<file path="src/rtl/regfile_wb_arbiter_pkg.sv">
// Shared types for the register-file writeback arbiter.
//   REG_IDX_W / DATA_W : register index and data widths
//   SEQW               : age-stamp width (2^(SEQW-1) must exceed 2*QDEPTH+1)
//   SRC_ALU / SRC_MEM  : source indices (src0 = ALU result, src1 = memory load)
//   wb_entry_t         : queued write {destination, value, age stamp}
//   is_older()         : wrap-safe age comparison
package regfile_wb_arbiter_pkg;

    localparam int REG_IDX_W = 5;
    localparam int DATA_W    = 32;
    localparam int SEQW      = 4;
    localparam int SRC_ALU   = 0;
    localparam int SRC_MEM   = 1;

    typedef struct packed {
        logic [REG_IDX_W-1:0] rd;
        logic [DATA_W-1:0]    data;
        logic [SEQW-1:0]      stamp;
    } wb_entry_t;

    // a is older than b when (a - b) wraps negative
    function automatic logic is_older(input logic [SEQW-1:0] a, input logic [SEQW-1:0] b);
        logic [SEQW-1:0] diff;
        diff = a - b;
        return diff[SEQW-1];
    endfunction

endpackage

</file>
<file path="src/rtl/regfile_wb_arbiter_if.sv">
// Bus bundle between the two writeback sources, the register file write port
// and the forwarding lookup.
//   master : source/consumer side (drives Src*_valid/reg/data and Query_reg)
//   slave  : arbiter side (drives Src*_ready, Write_*, Query_hit/data, Busy)
interface regfile_wb_arbiter_if;
    import regfile_wb_arbiter_pkg::*;

    logic                 Src0_valid;
    logic                 Src0_ready;
    logic [REG_IDX_W-1:0] Src0_reg;
    logic [DATA_W-1:0]    Src0_data;
    logic                 Src1_valid;
    logic                 Src1_ready;
    logic [REG_IDX_W-1:0] Src1_reg;
    logic [DATA_W-1:0]    Src1_data;
    logic                 Write_en;
    logic [REG_IDX_W-1:0] Write_reg;
    logic [DATA_W-1:0]    Write_data;
    logic [REG_IDX_W-1:0] Query_reg;
    logic                 Query_hit;
    logic [DATA_W-1:0]    Query_data;
    logic                 Busy;

    modport master (
        output Src0_valid, Src0_reg, Src0_data,
        output Src1_valid, Src1_reg, Src1_data,
        output Query_reg,
        input  Src0_ready, Src1_ready,
        input  Write_en, Write_reg, Write_data,
        input  Query_hit, Query_data, Busy
    );

    modport slave (
        input  Src0_valid, Src0_reg, Src0_data,
        input  Src1_valid, Src1_reg, Src1_data,
        input  Query_reg,
        output Src0_ready, Src1_ready,
        output Write_en, Write_reg, Write_data,
        output Query_hit, Query_data, Busy
    );

endinterface

</file>
<file path="src/rtl/regfile_wb_arbiter_wb_age_fifo.sv">
// wb_age_fifo: circular per-source queue of age-stamped writes.
//   Clk, Rst        : clock, synchronous active-high reset
//   Clr             : synchronous discard of all entries
//   push/push_entry : enqueue (ignored when full)
//   pop             : dequeue head (ignored when empty)
//   head/full/empty : head entry and occupancy flags
//   entries/valid   : every slot and its occupancy, for the forwarding search
module wb_age_fifo
    import regfile_wb_arbiter_pkg::*;
#(
    parameter int DEPTH = 2
) (
    input  logic             Clk,
    input  logic             Rst,
    input  logic             Clr,
    input  logic             push,
    input  wb_entry_t        push_entry,
    input  logic             pop,
    output wb_entry_t        head,
    output logic             full,
    output logic             empty,
    output wb_entry_t        entries [DEPTH],
    output logic [DEPTH-1:0] valid
);

    localparam int PTR_W = $clog2(DEPTH);
    localparam int CNT_W = PTR_W + 1;

    wb_entry_t        mem [DEPTH];
    logic [PTR_W-1:0] rd_ptr;
    logic [PTR_W-1:0] wr_ptr;
    logic [CNT_W-1:0] count;
    logic             do_push;
    logic             do_pop;
    logic [PTR_W-1:0] offset;

    assign do_push = push && !full;
    assign do_pop  = pop && !empty;
    assign full    = (count == CNT_W'(DEPTH));
    assign empty   = (count == '0);
    assign head    = mem[rd_ptr];
    assign entries = mem;

    always_ff @(posedge Clk) begin
        if (Rst || Clr) begin
            rd_ptr <= '0;
            wr_ptr <= '0;
            count  <= '0;
        end else begin
            if (do_push) wr_ptr <= wr_ptr + PTR_W'(1);
            if (do_pop)  rd_ptr <= rd_ptr + PTR_W'(1);
            count <= count + CNT_W'(do_push) - CNT_W'(do_pop);
        end
    end

    always_ff @(posedge Clk) begin
        if (do_push && !Rst && !Clr) mem[wr_ptr] <= push_entry;
    end

    // A slot is live when its distance from the head is below the count;
    // DEPTH is a power of two so the subtraction wraps correctly.
    always_comb begin
        offset = '0;
        valid  = '0;
        for (int i = 0; i < DEPTH; i++) begin
            offset   = PTR_W'(i) - rd_ptr;
            valid[i] = ({1'b0, offset} < count);
        end
    end

endmodule

</file>
<file path="src/rtl/regfile_wb_arbiter.sv">
// regfile_wb_arbiter: shares the register-file write port between the ALU
// result (src0) and the memory load (src1). Each source feeds an age-stamped
// queue; every cycle the older head moves into a registered write stage.
//   Clk, Rst : clock, synchronous active-high reset
//   Flush    : synchronous discard of all pending writes
//   bus      : source handshakes, register-file write port, forwarding
//              lookup (Query_*) and Busy
module regfile_wb_arbiter
    import regfile_wb_arbiter_pkg::*;
#(
    parameter int QDEPTH = 2
) (
    input  logic                 Clk,
    input  logic                 Rst,
    input  logic                 Flush,
    regfile_wb_arbiter_if.slave  bus
);

    logic [SEQW-1:0]      age_cnt;
    logic                 rdy0, rdy1, acc0, acc1;
    wb_entry_t            ent0, ent1;
    wb_entry_t            head [2];
    wb_entry_t            entries0 [QDEPTH];
    wb_entry_t            entries1 [QDEPTH];
    logic [QDEPTH-1:0]    valid0, valid1;
    logic [1:0]           full, empty;
    logic                 grant_mem, pop_mem, pop_alu;
    logic                 wr_en;
    logic [REG_IDX_W-1:0] wr_reg;
    logic [DATA_W-1:0]    wr_data;
    logic                 q_hit, q_from_queue;
    logic [DATA_W-1:0]    q_data;
    logic [SEQW-1:0]      q_stamp;

    assign rdy0 = !Rst && !Flush && !full[SRC_ALU];
    assign rdy1 = !Rst && !Flush && !full[SRC_MEM];
    // Writes to r0 complete the handshake but are dropped here
    assign acc0 = bus.Src0_valid && rdy0 && (bus.Src0_reg != '0);
    assign acc1 = bus.Src1_valid && rdy1 && (bus.Src1_reg != '0);

    // The load is the older instruction when both arrive together
    assign ent1 = '{rd: bus.Src1_reg, data: bus.Src1_data, stamp: age_cnt};
    assign ent0 = '{rd: bus.Src0_reg, data: bus.Src0_data, stamp: age_cnt + SEQW'(acc1)};

    wb_age_fifo #(.DEPTH(QDEPTH)) u_q_alu (
        .Clk(Clk), .Rst(Rst), .Clr(Flush),
        .push(acc0), .push_entry(ent0), .pop(pop_alu),
        .head(head[SRC_ALU]), .full(full[SRC_ALU]), .empty(empty[SRC_ALU]),
        .entries(entries0), .valid(valid0)
    );

    wb_age_fifo #(.DEPTH(QDEPTH)) u_q_mem (
        .Clk(Clk), .Rst(Rst), .Clr(Flush),
        .push(acc1), .push_entry(ent1), .pop(pop_mem),
        .head(head[SRC_MEM]), .full(full[SRC_MEM]), .empty(empty[SRC_MEM]),
        .entries(entries1), .valid(valid1)
    );

    always_comb begin
        grant_mem = 1'b0;
        if (empty[SRC_ALU])      grant_mem = !empty[SRC_MEM];
        else if (!empty[SRC_MEM]) grant_mem = is_older(head[SRC_MEM].stamp, head[SRC_ALU].stamp);
    end

    assign pop_mem = grant_mem;
    assign pop_alu = !empty[SRC_ALU] && !grant_mem;

    always_ff @(posedge Clk) begin
        if (Rst || Flush) begin
            age_cnt <= '0;
            wr_en   <= 1'b0;
            wr_reg  <= '0;
            wr_data <= '0;
        end else begin
            age_cnt <= age_cnt + SEQW'(acc0) + SEQW'(acc1);
            if (pop_mem) begin
                wr_en   <= 1'b1;
                wr_reg  <= head[SRC_MEM].rd;
                wr_data <= head[SRC_MEM].data;
            end else if (pop_alu) begin
                wr_en   <= 1'b1;
                wr_reg  <= head[SRC_ALU].rd;
                wr_data <= head[SRC_ALU].data;
            end else begin
                wr_en   <= 1'b0;
                wr_reg  <= '0;
                wr_data <= '0;
            end
        end
    end

    // Write stage is the oldest pending write, so any queued match overrides it;
    // among queued matches the youngest stamp wins.
    always_comb begin
        q_hit        = 1'b0;
        q_data       = '0;
        q_stamp      = '0;
        q_from_queue = 1'b0;
        if (bus.Query_reg != '0) begin
            if (wr_en && (wr_reg == bus.Query_reg)) begin
                q_hit  = 1'b1;
                q_data = wr_data;
            end
            for (int i = 0; i < QDEPTH; i++) begin
                if (valid0[i] && (entries0[i].rd == bus.Query_reg) &&
                    (!q_from_queue || is_older(q_stamp, entries0[i].stamp))) begin
                    q_hit        = 1'b1;
                    q_data       = entries0[i].data;
                    q_stamp      = entries0[i].stamp;
                    q_from_queue = 1'b1;
                end
            end
            for (int i = 0; i < QDEPTH; i++) begin
                if (valid1[i] && (entries1[i].rd == bus.Query_reg) &&
                    (!q_from_queue || is_older(q_stamp, entries1[i].stamp))) begin
                    q_hit        = 1'b1;
                    q_data       = entries1[i].data;
                    q_stamp      = entries1[i].stamp;
                    q_from_queue = 1'b1;
                end
            end
        end
    end

    assign bus.Src0_ready = rdy0;
    assign bus.Src1_ready = rdy1;
    assign bus.Write_en   = wr_en;
    assign bus.Write_reg  = wr_reg;
    assign bus.Write_data = wr_data;
    assign bus.Query_hit  = q_hit;
    assign bus.Query_data = q_data;
    assign bus.Busy       = (empty != 2'b11) || wr_en;

endmodule

</file>
<file path="src/flat_wrapper.sv">
// flat-port wrapper written by rule: the top's interface ports become plain ports
module regfile_wb_arbiter_flat import regfile_wb_arbiter_pkg::*;
#(
    parameter int QDEPTH = 2
)
  (Clk, Rst, Flush, bus_Src0_valid, bus_Src0_reg, bus_Src0_data, bus_Src1_valid, bus_Src1_reg, bus_Src1_data, bus_Query_reg, bus_Src0_ready, bus_Src1_ready, bus_Write_en, bus_Write_reg, bus_Write_data, bus_Query_hit, bus_Query_data, bus_Busy);
  regfile_wb_arbiter_if bus_i ();
  input  logic Clk;
  input  logic Rst;
  input  logic Flush;
  input wire logic [$bits(bus_i.Src0_valid)-1:0] bus_Src0_valid;
  input wire logic [$bits(bus_i.Src0_reg)-1:0] bus_Src0_reg;
  input wire logic [$bits(bus_i.Src0_data)-1:0] bus_Src0_data;
  input wire logic [$bits(bus_i.Src1_valid)-1:0] bus_Src1_valid;
  input wire logic [$bits(bus_i.Src1_reg)-1:0] bus_Src1_reg;
  input wire logic [$bits(bus_i.Src1_data)-1:0] bus_Src1_data;
  input wire logic [$bits(bus_i.Query_reg)-1:0] bus_Query_reg;
  output wire logic [$bits(bus_i.Src0_ready)-1:0] bus_Src0_ready;
  output wire logic [$bits(bus_i.Src1_ready)-1:0] bus_Src1_ready;
  output wire logic [$bits(bus_i.Write_en)-1:0] bus_Write_en;
  output wire logic [$bits(bus_i.Write_reg)-1:0] bus_Write_reg;
  output wire logic [$bits(bus_i.Write_data)-1:0] bus_Write_data;
  output wire logic [$bits(bus_i.Query_hit)-1:0] bus_Query_hit;
  output wire logic [$bits(bus_i.Query_data)-1:0] bus_Query_data;
  output wire logic [$bits(bus_i.Busy)-1:0] bus_Busy;
  assign bus_i.Src0_valid = bus_Src0_valid;
  assign bus_i.Src0_reg = bus_Src0_reg;
  assign bus_i.Src0_data = bus_Src0_data;
  assign bus_i.Src1_valid = bus_Src1_valid;
  assign bus_i.Src1_reg = bus_Src1_reg;
  assign bus_i.Src1_data = bus_Src1_data;
  assign bus_i.Query_reg = bus_Query_reg;
  assign bus_Src0_ready = bus_i.Src0_ready;
  assign bus_Src1_ready = bus_i.Src1_ready;
  assign bus_Write_en = bus_i.Write_en;
  assign bus_Write_reg = bus_i.Write_reg;
  assign bus_Write_data = bus_i.Write_data;
  assign bus_Query_hit = bus_i.Query_hit;
  assign bus_Query_data = bus_i.Query_data;
  assign bus_Busy = bus_i.Busy;
  regfile_wb_arbiter #(.QDEPTH(QDEPTH)) u_core (.Clk(Clk), .Rst(Rst), .Flush(Flush), .bus(bus_i));
endmodule
</file>
<file path="config.mk">
export PLATFORM = sky130hd
export DESIGN_NAME = regfile_wb_arbiter_flat
export DESIGN_NICKNAME = d
export VERILOG_FILES = /design/src/rtl/regfile_wb_arbiter_pkg.sv /design/src/rtl/regfile_wb_arbiter_if.sv /design/src/rtl/regfile_wb_arbiter_wb_age_fifo.sv /design/src/rtl/regfile_wb_arbiter.sv /design/src/flat_wrapper.sv
export SDC_FILE = /design/constraint.sdc
export NUM_CORES = 1
export LEC_CHECK = 0
export ABC_AREA = 1
export CORE_ASPECT_RATIO = 0.75
export CORE_UTILIZATION = 35
export CTS_BUF_LIST = sky130_fd_sc_hd__clkbuf_4 sky130_fd_sc_hd__clkbuf_8
export CTS_CLUSTER_DIAMETER = 150
export DETAILED_ROUTE_END_ITERATION = 8
export PLACE_DENSITY = 0.57
export SLEW_MARGIN = 20
export SYNTH_ARGS = -nofsm -noshare
export SYNTH_HDL_FRONTEND = slang
export SYNTH_SLANG_ARGS = --single-unit
</file>
<file path="constraint.sdc">
create_clock -name Clk -period 25.7 [get_ports Clk]
set_input_delay 6.425 -clock Clk [delete_from_list [all_inputs] [get_ports Clk]]
set_output_delay 6.425 -clock Clk [all_outputs]
set_load 0.02 [all_outputs]
</file>
==> flow_summary.yaml, run 1 <==
clocking:
  cts.repair.resized: 0
  cts_setup_buffers: 0
  numCtsBuffers: 37
  clkTransAtPathRegs_ns: 0.06
  clk_latency_ns: 0.52
  clockRootBuffer: "clkbuf_8"
  clockBufferDepth: 3
  cts_tree: "built"
  htree_levels: 2
  ctsHoldBuffers: 0
  cts_sinks: 214
detailed_routing:
  wl_met3_um: 2343
  viasPerCell: 5.025
  dr_wl_met2_um: 13020
  wl_met1_um: 15180
  drc: 0
  dr.first_iter.drc_count: 749
  drt_pre_antenna_iters: 5
  highest_layer: "met4"
  wl_per_cell_um: 17.99
  num_vias: 8694
  ant_nets: 0
  drt-total-wl_um: 31130
sta:
  min_period_ns: 20.22
  timing.fmax_mhz: 49.46
  setup_viol: 0
  finClkSkew_ns: 0.01452
  finalSetupTns_ns: 0
  worst_pin_slew_ns: 1.084
  drv_slew: 0
  hold_ws_ns: 0.5328
  fin_crit_sh: 0.7867
  hold_viol: 0
  rsz0062_at_grt: "false"
  maxSlewHeadroom: 0.2771
synth:
  synthCells: 1168
  synth-seq-cells: 214
  syn_avg_cell_area_um2: 9.314
  yosysMostFrequentCell: "nand2_1"
  synthTopCellsByCount: "nand2_1, edfxtp_1, inv_1"
  synth_cell_types: 43
  synth_edf_count: 164
  synthTopCellsByArea: "edfxtp_1, dfxtp_1, nand2_1"
  ys_warn_count: 0
  yosys.area.top_type: "edfxtp_1"
  synthFlopType: "edfxtp_1"
  syn-num-nets: 1268
  seq_area_frac_synth: 0.5447
  syn_area_um2: 10880
  yosysTopAreaCellShare: 0.4527
  synthArstFlopShare: 0
grt:
  grt_antenna_before_repair: 0
  grt_pass1_vias: 8472
  grt_max_degree: 87
  grtUsageTotal: 0.1981
  grt-ovfl-total: 0
  grt_pass1_wl_um: 48600
setup_path:
  worst-setup-path-type: "in -> out"
  r2r-start: "u_core.u_q_alu.rd_ptr"
  slowest_delay_ns: 0.66
  r2r_cells: 17
  critPathMaxFanout: 71
  worstSetupStartpointType: "primary input"
  worstPathArrival_ns: 13.79
  cp_slowest_cell: "clkdlybuf4s50_1"
  rrSetupSlack_ns: 21.39
  crit_family: "simple AND/OR/NAND/NOR gates"
  worstSetupEndpointType: "output pin"
  crit_required_ns: 19.27
  critical_path_buf_inv_count: 4
  crit_path_frequent_cell: "nand2_1"
  r2r-end: "u_core.u_q_alu.count[1]"
flow_run:
  maxCapViolCount: 0
die:
  ios: 158
  std_cell_rows: 55
  fp.dieH_um: 154.7
  start_util: 0.3585
  core_area_um2: 30350
  fp.dieArea_um2: 31800
  fp.dieW_um: 205.6
finish:
  antenna_cells: 0
  layout-drive-gt1-share: 0.1315
  fillCellCount: 2988
  post-route-util: 0.4432
  areaGrowthSynthToFinish_pct: 23.62
  finish.net_count: 1403
power_and_ir_drop:
  worst_ir_drop_vdd_uv: 28.38
  cellPowerDensity_nw_per_um2: 55.82
  power.leakage_nw: 5.382
place:
  place_hpwl_um: 19350
  io_buffers: 157
  place.gp.congestion: 0.8387
min_path:
  hold_path_class: "reg -> reg"
  hp-start: "u_core.age_cnt[0]"
  min_to: "u_core.u_q_mem.entries[0]"
  hold_depth: 0
run_status:
  outcome: "complete, no violations"
-- report_power, final --
part,switching (W),internal [W]
logic,0.0000348,0.0000260
registers,0.00000570,0.000380
clock network,0.000136,0.000169
total,0.000176,0.000574
-- metal layers --
| layer | up-vias | track usage |
|---|---|---|
| met3 | 47 | 0.04509 |
| met4 | 0 | 0.04938 |
| met1 | 4091 | 0.2917 |
| met2 | 291 | 0.2910 |
| met5 | - | 0 |
| li1 | 4265 | - |
-- logic make-up (layout without fill, tap and decap cells) --
logic type / after synthesis / in the layout / share of synthesized area
and+or+nand+nor: 382 / 382 / 0.1683
AOI/OAI and AO/OA: 315 / 315 / 0.1714
buffers and inverters: 228 / 391 / 0.08614
DFF: 214 / 214 / 0.5447
adders and majority gates: 16 / 16 / 0.01909
xor gates and xnor gates: 13 / 13 / 0.01047
-- layout make-up --
class / count / area [µm²] / area share
repair buffers: 166 / 1639 / 0.1219
clock inverters: 6 / 30.03 / 0.002233
multi-input cells: 726 / 4068 / 0.3024
flip-flops and latches: 214 / 5931 / 0.4410
clock buffers: 61 / 689.4 / 0.05126
well taps: 399 / 499.2 / 0.03712
inverters: 158 / 593.1 / 0.04410
-- layout by cell type (no fill, tap or decap), drive strengths merged --
| cell type | instances |
|---|---|
| o31a | 1 |
| or3 | 1 |
| nand2 | 216 |
| o22ai | 3 |
| clkdlybuf4s50 | 157 |
| clkinv | 5 |
| xnor2 | 5 |
| or2 | 5 |
| inv | 157 |
| a2111oi | 1 |
| nor3 | 3 |
| o21ai | 118 |
| o211ai | 73 |
| buf | 9 |
| xor2 | 8 |
| dfxtp | 50 |
| fa | 1 |
| o221ai | 1 |
| o2111ai | 1 |
| nor4b | 1 |
| edfxtp | 164 |
| nor2 | 90 |
| nand4 | 5 |
| a211oi | 1 |
| ha | 15 |
| a21oi | 115 |
| a31oi | 1 |
| clkinvlp | 2 |
| nand3 | 57 |
| clkbuf | 61 |
| nor3b | 2 |
| nor4 | 2 |
-- worst max path at each step --
stage	start	endpoint	slack, ns	cells past startpoint
floorplan	bus_Query_reg[1]	bus_Query_data[10]	8.05	38
global placement	bus_Query_reg[1]	bus_Query_data[0]	5.67	32
detailed placement	bus_Query_reg[1]	bus_Query_data[0]	5.44	32
CTS	bus_Query_reg[1]	bus_Query_data[0]	5.43	32
global route	bus_Query_reg[1]	bus_Query_data[0]	4.62	32
finish	bus_Query_reg[1]	bus_Query_data[0]	5.48	32
-- per-stage QoR --
step,setup WS (ns),area [µm²],power [W],instances
4_1_cts,5.428,13450,0.0007582,1730
2_1_floorplan,8.046,10880,0.0004196,1168
6_report,5.481,13450,0.0007508,1730
5_1_grt,4.621,13450,0.0007806,1730
3_3_place_gp,5.666,12730,0.0004526,1663
3_5_place_dp,5.439,12730,0.0004532,1663
Note: power is estimated with default switching activity, not from simulation.
==> inputs of run 2 (changes only) <==
PLACE_DENSITY = 0.6   (was 0.57)
clock period = 17.2 ns   (was 25.7 ns; I/O delays follow)
==> run 2 against run 1 <==
- wire length is 0.96% lower
- sequential power is 49% higher
- combinational power is 50% higher
- flip-flop and latch count stayed put
- worst setup slack worse by 4.1 ns
- cell count hardly changed
- core utilization is 0.36 points higher
- register-to-register slack worse by 8.2 ns
- power is 56% higher
- global-route usage is 0.43 points lower
- clock skew is 0.0078 ns higher
- count of clock-buffer cells in the layout is 1 higher
- largest power group unchanged
==> flow_summary.yaml, run 2 (synthesized netlist as in run 1, its figures left out) <==
run_status:
  outcome: "complete, no violations"
setup_path:
  worstSetupEndpointType: "output pin"
  slowest_delay_ns: 0.66
  worst-setup-path-type: "in -> out"
  crit_family: "simple AND/OR/NAND/NOR gates"
  critical_path_depth: 32
  crit_path_frequent_cell: "nand2_1"
  cp_slowest_cell: "clkdlybuf4s50_1"
  worstSetupStartpointType: "primary input"
  critPathMaxFanout: 71
  crit_required_ns: 12.90
  critical_path_buf_inv_count: 4
  worstPathArrival_ns: 11.56
  r2r_cells: 16
detailed_routing:
  wl_per_cell_um: 17.81
  dr.first_iter.drc_count: 591
  viasPerCell: 5.033
  ant_nets: 0
  drt-total-wl_um: 30830
  num_vias: 8712
  drt_pre_antenna_iters: 7
  drc: 0
sta:
  drv_slew: 0
  maxSlewHeadroom: 0.2663
  finalSetupTns_ns: 0
  rsz0062_at_grt: "false"
  min_period_ns: 15.86
  setup_viol: 0
  finClkSkew_ns: 0.02228
  timing.fmax_mhz: 63.07
  fin_crit_sh: 0.9219
  hold_viol: 0
  worst_pin_slew_ns: 1.101
clocking:
  cts_setup_buffers: 0
  cts_tree: "built"
  clkTransAtPathRegs_ns: 0.06
  ctsHoldBuffers: 0
  cts.repair.resized: 0
  clk_latency_ns: 0.54
  htree_levels: 2
  clockBufferDepth: 3
  numCtsBuffers: 37
  cts_sinks: 214
  clockRootBuffer: "clkbuf_8"
finish:
  final_cell_mix: "nand2_1, edfxtp_1, clkdlybuf4s50_1"
  fillCellCount: 2907
  fin_area_um2: 13560
  areaGrowthSynthToFinish_pct: 24.62
  antenna_cells: 0
  finish.net_count: 1403
  post-route-util: 0.4468
  layout-drive-gt1-share: 0.1351
  final_common_cell: "nand2_1"
grt:
  grt_max_degree: 87
  grt_antenna_before_repair: 0
  grt_pass1_wl_um: 47550
  grt-ovfl-total: 0
  grtUsageTotal: 0.1938
  grt_pass1_vias: 8380
die:
  fp.dieArea_um2: 31800
  core_area_um2: 30350
  fp.dieH_um: 154.7
  ios: 158
  std_cell_rows: 55
  start_util: 0.3585
  fp.dieW_um: 205.6
power_and_ir_drop:
  seqPwrFrac: 0.490
  p_clk_frac: 0.432
  worst_ir_drop_vdd_uv: 50.63
  sw_frac_of_total: 0.2328
  cellPowerDensity_nw_per_um2: 86.62
  p_sw_w: 0.0002734
  power.leakage_nw: 5.430
  p_int_w: 0.0009009
  p_comb_frac: 0.078
place:
  postPlaceCellArea_um2: 12730
  place.gp.congestion: 0.8348
  io_buffers: 157
  place_hpwl_um: 19430
flow_run:
  maxCapViolCount: 0
min_path:
  hold_depth: 0
  hold_path_class: "reg -> reg"
run 2: cell count changes in the layout (fill, tap and decap cells not counted), sizes merged:
cell / change
bufinv: +1
clkbuf: +1
clkinv: -3
clkinvlp: +1
inv: +1
run 2: final timing paths:
kind | to | slack (ns) | start
worst max-delay path | bus_Query_data[2] | 1.34 | bus_Query_reg[1]
worst min-delay path | u_core.u_q_mem.entries[44] | 0.46 | u_core.age_cnt[3]
worst max register to register | u_core.u_q_mem.count[1] | 13.17 | u_core.u_q_mem.rd_ptr
worst min register to register | u_core.u_q_mem.entries[44] | 0.46 | u_core.age_cnt[3]
run 2: stage by stage:
stage | setup slack (ns) | hold WS [ns] | total power (W) | std cells
finish | 1.344 | 0.4584 | 0.001174 | 1731
global route | 0.5507 | 0.4849 | 0.001217 | 1731
CTS | 1.345 | 0.4627 | 0.001186 | 1731
detailed placement | 1.364 | 0.4438 | 0.0006770 | 1663
global placement | 1.539 | 0.4358 | 0.0006760 | 1663
floorplan | 3.796 | 0.4256 | 0.0006270 | 1168
run 2: worst reg2reg max path, stage by stage (launching register included):
cell     delay (ns)
dfxtp_2        0.32
buf_4          0.63
o21ai_0        0.28
ha_1           0.35
nand3_1        0.08
nand2_1        0.10
inv_1          0.05
or2_2          0.26
nand3_1        0.06
nand2_1        0.09
inv_2          0.72
ha_1           0.38
inv_1          0.05
ha_1           0.15
xor2_1         0.18
o21ai_0        0.09
a21oi_1        0.14
run 2: final cells by class:
type	instances	area [µm²]	area share
clock buffers	62	759.5	0.05602
clock inverters	6	68.82	0.005076
inverters	158	593.1	0.04374
multi-input cells	726	4068	0.3000
flip-flops and latches	214	5931	0.4374
well taps	399	499.2	0.03682
repair buffers	166	1639	0.1209
run 2: routing by layer:
layer  vias to the layer above  track usage  routed length [µm]
met3                        44      0.04214                2270
met5                         -            0                   0
met1                      4117       0.2806               14810
met4                         0      0.04938                 527
li1                       4254            -                   -
met2                       297       0.2913               13220
run 2: power groups by stage:
stage / clock network, W / registers, W / logic [W]
6_report: 0.000508 / 0.000575 / 0.0000911
5_1_grt: 0.000541 / 0.000576 / 0.0000990
4_1_cts: 0.000519 / 0.000575 / 0.0000914
3_5_place_dp: 0 / 0.000586 / 0.0000909
3_3_place_gp: 0 / 0.000586 / 0.0000901
2_1_floorplan: 0 / 0.000586 / 0.0000412
